File: src/rtl/matmul_pkg.sv
// Shared types and width helpers for the matrix-multiply sequencer.
// Imported by the top level and the index counter.
package matmul_pkg;

    typedef enum logic [1:0] {
        IDLE  = 2'd0,
        RUN   = 2'd1,
        DRAIN = 2'd2,
        FIN   = 2'd3
    } seq_state_e;

    // Tag fields are sized for the largest supported dimension and zero-extended into place.
    localparam int IDX_MAX_W = 8;

    typedef struct packed {
        logic                 first;
        logic                 last;
        logic [IDX_MAX_W-1:0] i;
        logic [IDX_MAX_W-1:0] j;
    } mac_tag_t;

    function automatic int idx_w(input int n);
        return (n > 1) ? $clog2(n) : 1;
    endfunction

    function automatic int acc_w(input int data_w, input int k);
        return 2 * data_w + $clog2(k);
    endfunction

endpackage

File: src/rtl/matmul_index_counter.sv
// Nested i/j/k loop counter, k innermost; wraps to zero only after the final element.
// Exposes first/last-of-reduction flags and a whole-product-complete flag.
module matmul_index_counter
    import matmul_pkg::*;
#(
    parameter int M = 2,
    parameter int K = 2,
    parameter int N = 2
) (
    input  logic                clk_i,
    input  logic                rst_i,
    input  logic                step_i,
    input  logic                clear_i,
    output logic [idx_w(M)-1:0] i_o,
    output logic [idx_w(N)-1:0] j_o,
    output logic [idx_w(K)-1:0] k_o,
    output logic                first_k_o,
    output logic                last_k_o,
    output logic                last_all_o
);

    localparam int IW = idx_w(M);
    localparam int JW = idx_w(N);
    localparam int KW = idx_w(K);

    logic [IW-1:0] i_q, i_d;
    logic [JW-1:0] j_q, j_d;
    logic [KW-1:0] k_q, k_d;
    logic          last_j;

    assign first_k_o  = (k_q == '0);
    assign last_k_o   = (k_q == KW'(K - 1));
    assign last_j     = (j_q == JW'(N - 1));
    assign last_all_o = last_k_o && last_j && (i_q == IW'(M - 1));

    always_comb begin
        i_d = i_q;
        j_d = j_q;
        k_d = k_q;
        if (clear_i) begin
            i_d = '0;
            j_d = '0;
            k_d = '0;
        end else if (step_i) begin
            if (!last_k_o) begin
                k_d = k_q + 1'b1;
            end else begin
                k_d = '0;
                if (!last_j) begin
                    j_d = j_q + 1'b1;
                end else begin
                    j_d = '0;
                    i_d = last_all_o ? '0 : i_q + 1'b1;
                end
            end
        end
    end

    always_ff @(posedge clk_i) begin
        if (rst_i) begin
            i_q <= '0;
            j_q <= '0;
            k_q <= '0;
        end else begin
            i_q <= i_d;
            j_q <= j_d;
            k_q <= k_d;
        end
    end

    assign i_o = i_q;
    assign j_o = j_q;
    assign k_o = k_q;

endmodule

File: src/rtl/matmul_sequencer.sv
// Drives one shared signed MAC over C = A * B using 1-cycle-latency row-major RAMs:
// issue stage (reads + tag), data stage (multiply-accumulate), registered C write.
module matmul_sequencer
    import matmul_pkg::*;
#(
    parameter int M      = 2,
    parameter int K      = 2,
    parameter int N      = 2,
    parameter int DATA_W = 8,
    parameter int ACC_W  = acc_w(DATA_W, K)
) (
    input  logic                    clk,
    input  logic                    rst,
    input  logic                    start,
    output logic                    busy,
    output logic                    done,
    output logic                    a_rd_en,
    output logic [idx_w(M*K)-1:0]   a_addr,
    input  logic [DATA_W-1:0]       a_data,
    output logic                    b_rd_en,
    output logic [idx_w(K*N)-1:0]   b_addr,
    input  logic [DATA_W-1:0]       b_data,
    output logic                    c_wr_en,
    output logic [idx_w(M*N)-1:0]   c_addr,
    output logic [ACC_W-1:0]        c_data
);

    localparam int AW = idx_w(M * K);
    localparam int BW = idx_w(K * N);
    localparam int CW = idx_w(M * N);
    localparam int PW = 2 * DATA_W;

    seq_state_e state_q;

    logic [idx_w(M)-1:0] i_cnt;
    logic [idx_w(N)-1:0] j_cnt;
    logic [idx_w(K)-1:0] k_cnt;
    logic                first_k, last_k, last_all;
    logic                issue;

    mac_tag_t tag_d, tag_q;
    logic     pv_q;

    logic signed [PW-1:0]    a_s, b_s, prod;
    logic signed [ACC_W-1:0] prod_ext, acc_d, acc_q;

    logic                    c_wr_en_q;
    logic [CW-1:0]           c_addr_q;
    logic [ACC_W-1:0]        c_data_q;

    assign issue = (state_q == RUN);

    matmul_index_counter #(.M(M), .K(K), .N(N)) u_idx (
        .clk_i      (clk),
        .rst_i      (rst),
        .step_i     (issue),
        .clear_i    (state_q == IDLE),
        .i_o        (i_cnt),
        .j_o        (j_cnt),
        .k_o        (k_cnt),
        .first_k_o  (first_k),
        .last_k_o   (last_k),
        .last_all_o (last_all)
    );

    // DRAIN waits for the data stage to empty; by then the final write is in c_wr_en_q.
    always_ff @(posedge clk) begin
        if (rst) begin
            state_q <= IDLE;
        end else begin
            case (state_q)
                IDLE:    if (start) state_q <= RUN;
                RUN:     if (last_all) state_q <= DRAIN;
                DRAIN:   if (!pv_q) state_q <= FIN;
                FIN:     state_q <= IDLE;
                default: state_q <= IDLE;
            endcase
        end
    end

    assign busy    = (state_q == RUN) || (state_q == DRAIN);
    assign done    = (state_q == FIN);
    assign a_rd_en = issue;
    assign b_rd_en = issue;
    assign a_addr  = AW'(int'(i_cnt) * K + int'(k_cnt));
    assign b_addr  = BW'(int'(k_cnt) * N + int'(j_cnt));

    always_comb begin
        tag_d       = '0;
        tag_d.first = first_k;
        tag_d.last  = last_k;
        tag_d.i     = IDX_MAX_W'(i_cnt);
        tag_d.j     = IDX_MAX_W'(j_cnt);
    end

    always_ff @(posedge clk) begin
        if (rst) begin
            pv_q  <= 1'b0;
            tag_q <= '0;
        end else begin
            pv_q  <= issue;
            tag_q <= tag_d;
        end
    end

    assign a_s      = PW'($signed(a_data));
    assign b_s      = PW'($signed(b_data));
    assign prod     = a_s * b_s;
    assign prod_ext = ACC_W'(prod);
    assign acc_d    = tag_q.first ? prod_ext : acc_q + prod_ext;

    always_ff @(posedge clk) begin
        if (rst) begin
            acc_q     <= '0;
            c_wr_en_q <= 1'b0;
            c_addr_q  <= '0;
            c_data_q  <= '0;
        end else begin
            c_wr_en_q <= 1'b0;
            if (pv_q) begin
                acc_q <= acc_d;
                if (tag_q.last) begin
                    c_wr_en_q <= 1'b1;
                    c_addr_q  <= CW'(int'(tag_q.i) * N + int'(tag_q.j));
                    c_data_q  <= acc_d;
                end
            end
        end
    end

    assign c_wr_en = c_wr_en_q;
    assign c_addr  = c_addr_q;
    assign c_data  = c_data_q;

endmodule

File: config.mk
export PLATFORM = sky130hd
export DESIGN_NAME = matmul_sequencer
export DESIGN_NICKNAME = d
export VERILOG_FILES = /design/src/rtl/matmul_pkg.sv /design/src/rtl/matmul_index_counter.sv /design/src/rtl/matmul_sequencer.sv
export SDC_FILE = /design/constraint.sdc
export NUM_CORES = 1
export LEC_CHECK = 0
export ABC_AREA = 1
export CAP_MARGIN = 40
export CORE_ASPECT_RATIO = 1.2
export CORE_UTILIZATION = 44
export DETAILED_ROUTE_END_ITERATION = 12
export PLACE_DENSITY_LB_ADDON = 0.2
export SYNTH_ARGS = -nofsm -noshare
export SYNTH_HDL_FRONTEND = slang
export SYNTH_HIERARCHICAL = 1
export SYNTH_SLANG_ARGS = --single-unit
File: constraint.sdc
create_clock -name clk -period 13.6 [get_ports clk]
set_input_delay 2.04 -clock clk [delete_from_list [all_inputs] [get_ports clk]]
set_output_delay 2.04 -clock clk [all_outputs]
set_load 0.005 [all_outputs]
# Yosys cells after proc, flatten, opt, wreduce, memory -nomap -nowiden
# Index checks and enable logic that the tools add are counted.
word_totals:
  output_inout_bits: 28
  ff_bits: 47
  inputBits: 19
  word_cells: 48
classes:
  n_mul: 1
  mux: 9
  eq_ne: 6
  bitwise_logic: 2
  n_addsub: 7
  n_reduce_logical: 10
ops:
  columns: ["operator", "count"]
  rows:
  - ["adder 17 x 16 -> 17 bit", 1]
  - ["2-to-1 mux 17 bit", 1]
  - ["multiplier 8 x 8 -> 16 bit", 1]
  - ["one-hot mux 2 bit (4 select lines)", 1]
  - ["2-to-1 mux 2 bit", 3]
  - ["AND reduction 3 bit", 2]
  - ["adder 2 x 1 -> 2 bit", 2]
  - ["== test 2 bit (second input constant)", 2]
  - ["2-to-1 mux 1 bit", 4]
  - ["inequality test 2 bit (second input constant)", 2]
  - ["AND reduction 2 bit", 2]
  - ["OR reduction 2 bit", 2]
  - ["adder 1 bit (second input constant)", 3]
  - ["adder 2 bit", 1]
  - ["== test 2 x 1 -> 1 bit (second input constant)", 1]
  - ["logical AND 1 bit", 2]
  - ["logical NOT 2 bit", 1]
  - ["inequality test 2 x 1 -> 1 bit (second input constant)", 1]
  - ["NOT 1 bit", 2]
  - ["logical OR 1 bit", 1]

# Logic depth before layout (Yosys ltp)
logic_depth:
  word_depth: 4
  depth_mapped: 35
  mapped_depth_nobuf: 34

# Hierarchy
# Netlist, hierarchy kept.
by_module_without_submodules:
  columns: ["mod", "instances", "area_per_inst_um2", "seq_area_each_um2", "cells_each"]
  rows:
  - ["matmul_sequencer", 1, 5659.2, 880.8, 853]
  - ["matmul_index_counter", 1, 140.1, 60.1, 20]

# Worst setup path before layout
# No wires, ideal clock.
synth_timing:
  path_kind: "input to register"
  start: "input b_data[2]"
  end: "register acc_q[16]"
  required_ns: 13.481
  path_stages: 29
  setup_slack_ns: 6.613
  setup_ns: 0.119
  n_path_buf: 1
  arrival_ns: 6.868
  path_cell_list: "clkbuf_1 nand2_1 inv_1 fa_1 inv_1 fa_1 inv_1 fa_1 inv_1 fa_1 inv_1 ha_1 nand2_1 nor3_1 nand3_1 nand3_1 nand2_1 and2_1 ha_1 nand2_1 inv_1 nand2_1 nand2_1 a21oi_2 nand3_1 nand3_1 nand2_1 nand2_1 a21oi_1"
synth_via:
  elab_chain_cells: 3
synth_lines:
  columns: ["element", "line_no", "rtl"]
  rows:
  - ["start: declaration", "matmul_sequencer.sv:22", "input logic [DATA_W-1:0] b_data,"]
  - ["multiplier 8 x 8 -> 16 bit (*)", "matmul_sequencer.sv:108", "assign prod = a_s * b_s;"]
  - ["adder 17 x 16 -> 17 bit", "matmul_sequencer.sv:110", "assign acc_d = tag_q.first ? prod_ext : acc_q + prod_ext;"]
  - ["2-to-1 mux 17 bit (*)", "matmul_sequencer.sv:110", null]
  - ["end signal: assignment", "matmul_sequencer.sv:114", "acc_q <= '0;"]
  - ["end signal: assignment", "matmul_sequencer.sv:121", "acc_q <= acc_d;"]
  - ["end: declaration", "matmul_sequencer.sv:45", "logic signed [ACC_W-1:0] prod_ext, acc_d, acc_q;"]
# Mark *: on every way between the ends. The rest lies on a longest branch, timed or not.
# A chain may end at the register's enable or synchronous reset.

# Final worst setup path
# Same ends and word-level chain as after synthesis.

==> results.py <==
metrics = {
    "final_layout": {
        "insertedDiodeCount": 0,
        "fillers": 1352,
        "syn_to_final_growth_pct": 12.0,
        "instances_no_fill": 1059,
        "fin_nets": 1019,
        "drive_gt1_frac": 0.0391,
    },
    "drt": {
        "vias_per_cell": 4.68,
        "first_pass_iters": 4,
        "drt_iter0_drc": 264,
        "ant_nets": 0,
        "avgRoutedWirePerCell_um": 12.2,
        "routed_wl_mm": 12.9,
        "dr_total_vias": 4954,
        "drcViolationCount": 0,
    },
    "critical_path": {
        "arrival_ns": 7.86,
        "rr_worst_depth": 5,
        "r2r_end": "c_data[3]",
        "reg2reg_slack_ns": 11.51,
        "path_delay_family": "adder cells",
        "startpoint_type": "primary input",
        "max_stage_delay_ns": 0.63,
        "r2r_start": "tag_q[17]",
        "cp-end-kind": "register",
        "crit_slowest_cell": "fa_1",
        "crit_path_frequent_cell": "nand2_1",
        "path_max_fanout": 8,
        "critical_path_buf_inv_count": 7,
        "required_ns": 13.78,
        "criticalPathCategory": "in -> reg",
    },
    "clock_network": {
        "path_clk_slew_ns": 0.07,
        "htreeDepth": 2,
        "clock_latency_ns": 0.29,
        "cts_resized": 0,
        "cts_buffers": 5,
        "clock_path_buffers": 2,
        "post-cts-setup-buffers": 0,
        "cts_tree": "built",
        "clk_root_buffer_cell": "clkbuf_16",
        "postCtsHoldBufs": 0,
        "clock_sinks": 47,
    },
    "global_route": {
        "grt_max_degree": 40,
        "grtUsageTotal": 0.207,
        "grt_pass1_vias": 4972,
        "grt_antenna_before_repair": 0,
        "grt_overflow": 0,
        "grt_pass1_wl_mm": 22.7,
    },
    "sta": {
        "drv_slew": 0,
        "final-setup-viol-count": 0,
        "timing.final.crit_share": 0.565,
        "hold_viol_final": 0,
        "setup_tns_ns": 0,
        "min_period_ns": 7.68,
        "relSlewSlack": 0.459,
        "finClkSkew_ns": 0.00555,
        "worstMarginPinSlew_ns": 0.811,
        "fmax_mhz": 130,
        "rsz0062_at_grt": "no",
    },
    "place": {
        "place_hpwl_mm": 10.7,
        "port-buffer-count": 46,
        "post-place-cells": 1051,
        "gp_congestion": 0.879,
    },
    "die": {
        "fp-row-count": 45,
        "die_w_um": 107,
        "initial_core_util": 0.454,
        "coreArea_sq_um": 12800,
        "die_h_um": 128,
        "ios": 47,
        "die_area_sq_um": 13600,
    },
    "pwr": {
        "leakage_nw": 3.75,
        "power.total_mw": 1.42,
        "powerDensity_nw_per_um2": 219,
        "ir_drop_mv": 0.110,
    },
    "synthesis": {
        "ys_warn_count": 6,
        "ys_seq_area_frac": 0.162,
        "synth-seq-cells": 47,
        "synth_edf_count": 0,
        "synth_cell_type_count": 39,
        "synth.cell_area_sq_um": 5800,
        "syn_inst": 873,
        "synthArstFlopShare": 0,
        "syn-num-nets": 998,
        "synth_flop_cell": "dfxtp_1",
        "postSynthAreaPerCell_sq_um": 6.64,
    },
    "worst_hold_path": {
        "hold_start": "tag_q[0]",
        "min_path_type": "reg -> reg",
        "worstHoldPathCells": 2,
        "min_to": "c_addr[0]",
    },
    "outcome": {
        "outcome": "completed",
    },
    "job": {
        "drv_cap": 0,
    },
}
==> per-stage QoR <==
| step | area (sq um) | util | setup WS [ns] | hold WS (ns) |
|---|---|---|---|---|
| 2_1_floorplan | 5800 | - | 6.61 | 0.442 |
| 3_5_place_dp | 6340 | 0.496 | 5.64 | 0.478 |
| 6_report | 6500 | 0.508 | 5.92 | 0.482 |
| 4_1_cts | 6500 | 0.508 | 5.92 | 0.489 |
| 5_1_grt | 6500 | 0.508 | 5.49 | 0.502 |
| 3_3_place_gp | 6320 | 0.494 | 5.66 | 0.461 |
==> cells in the final DEF (no fill, tap or decap), types with 2 or more instances in the layout <==
master	n
xor2_2	2
and2_1	2
a31oi_1	2
inv_1	224
clkdlybuf4s50_1	46
xor2_1	6
fa_1	56
clkbuf_16	5
xnor2_1	4
dfxtp_1	47
nand3_1	49
nor2_1	93
o21bai_1	2
a21oi_2	2
nor3_1	2
or2_1	5
nand4_1	4
buf_4	2
nand2_2	5
nand3b_1	3
inv_2	2
nand3_2	5
a21oi_1	25
ha_1	50
or2_2	3
o21ai_0	35
nor2_2	2
nand2_1	198
==> routing by layer <==
layer,share of wire,track usage,vias to the layer above
met5,0,0,-
met4,0.011,0.0387,0
met3,0.030,0.0214,10
met2,0.49,0.376,77
met1,0.47,0.266,2258
li1,-,-,2609
==> where the power goes <==
group	total, mW	leakage (nW)	internal (mW)	switching [mW]
Sequential	0.174	0.382	0.157	0.0169
Clock	0.131	0.0723	0.0703	0.0608
Combinational	1.12	3.30	0.401	0.719
Total	1.42	3.75	0.628	0.796
==> layout make-up <==
| type | instances | area (sq um) | share of cell area |
|---|---|---|---|
| inverter | 226 | 848 | 0.131 |
| multi-input combinational | 565 | 3850 | 0.592 |
| clock buffer | 5 | 125 | 0.0193 |
| sequential | 47 | 941 | 0.145 |
| timing repair buffer | 49 | 503 | 0.0774 |
| clock inverter | 3 | 27.5 | 0.00424 |
| tap | 164 | 205 | 0.0316 |
==> cell usage after synthesis, types with 2 or more instances <==
master    instances  area (sq um)
buf_2             7          35.0
inv_2             2          7.51
nor2_2            2          12.5
inv_1           224           841
buf_4             6          45.0
xor2_2            2          32.5
ha_1             50           626
fa_1             56          1120
nand3_1          49           245
a21oi_1          25           125
and2_1            2          12.5
nor3_1            2          10.0
a31oi_1           2          12.5
xnor2_1           4          35.0
nor2_1           93           349
nand2_2           5          31.3
a21oi_2           2          17.5
nand4_1           4          25.0
or2_1             5          31.3
o21bai_1          2          15.0
nand2_1         198           743
xor2_1            6          52.6
dfxtp_1          47           941
nand3_2           5          50.1
o21ai_0          35           175
clkbuf_1         21          78.8
or2_2             3          18.8
nand3b_1          3          22.5
==> state kept, by name, summed over array words and instances (netlist names) <==
| signal | count |
|---|---|
| c_data | 17 |
| c_addr | 2 |
| c_wr_en | 1 |
| state_q | 2 |
| tag_q | 4 |
| u_idx/k_o | 1 |
| u_idx/j_o | 1 |
| pv_q | 1 |
| u_idx/i_o | 1 |
| acc_q | 17 |
==> worst reg2reg max path, delay by kind of cell (launching register included) <==
| family | cells | cell delay [ns] |
|---|---|---|
| AOI/OAI and AO/OA | 2 | 0.38 |
| buffers and inverters | 2 | 0.57 |
| DFF | 1 | 0.85 |
| and+or+nand+nor | 1 | 0.20 |
==> worst max path at each step <==
stage	depth (start not counted)	to	start
floorplan	29	acc_q[16]	b_data[2]
global placement	29	c_data[14]	a_data[0]
detailed placement	29	acc_q[16]	b_data[2]
CTS	29	acc_q[16]	b_data[2]
global route	29	acc_q[16]	b_data[2]
finish	29	acc_q[16]	b_data[2]
==> kinds of logic (layout without fill, tap and decap cells) <==
logic type | after synthesis | after routing | synth area share
compound gates | 72 | 72 | 0.0684
xor+xnor | 12 | 12 | 0.0207
fa+ha+maj | 106 | 106 | 0.301
buf+inv | 261 | 283 | 0.174
flops | 47 | 47 | 0.162
mux | 1 | 1 | 0.00173
simple gates | 374 | 374 | 0.271
No activity file was read; power rests on OpenSTA's default activity.
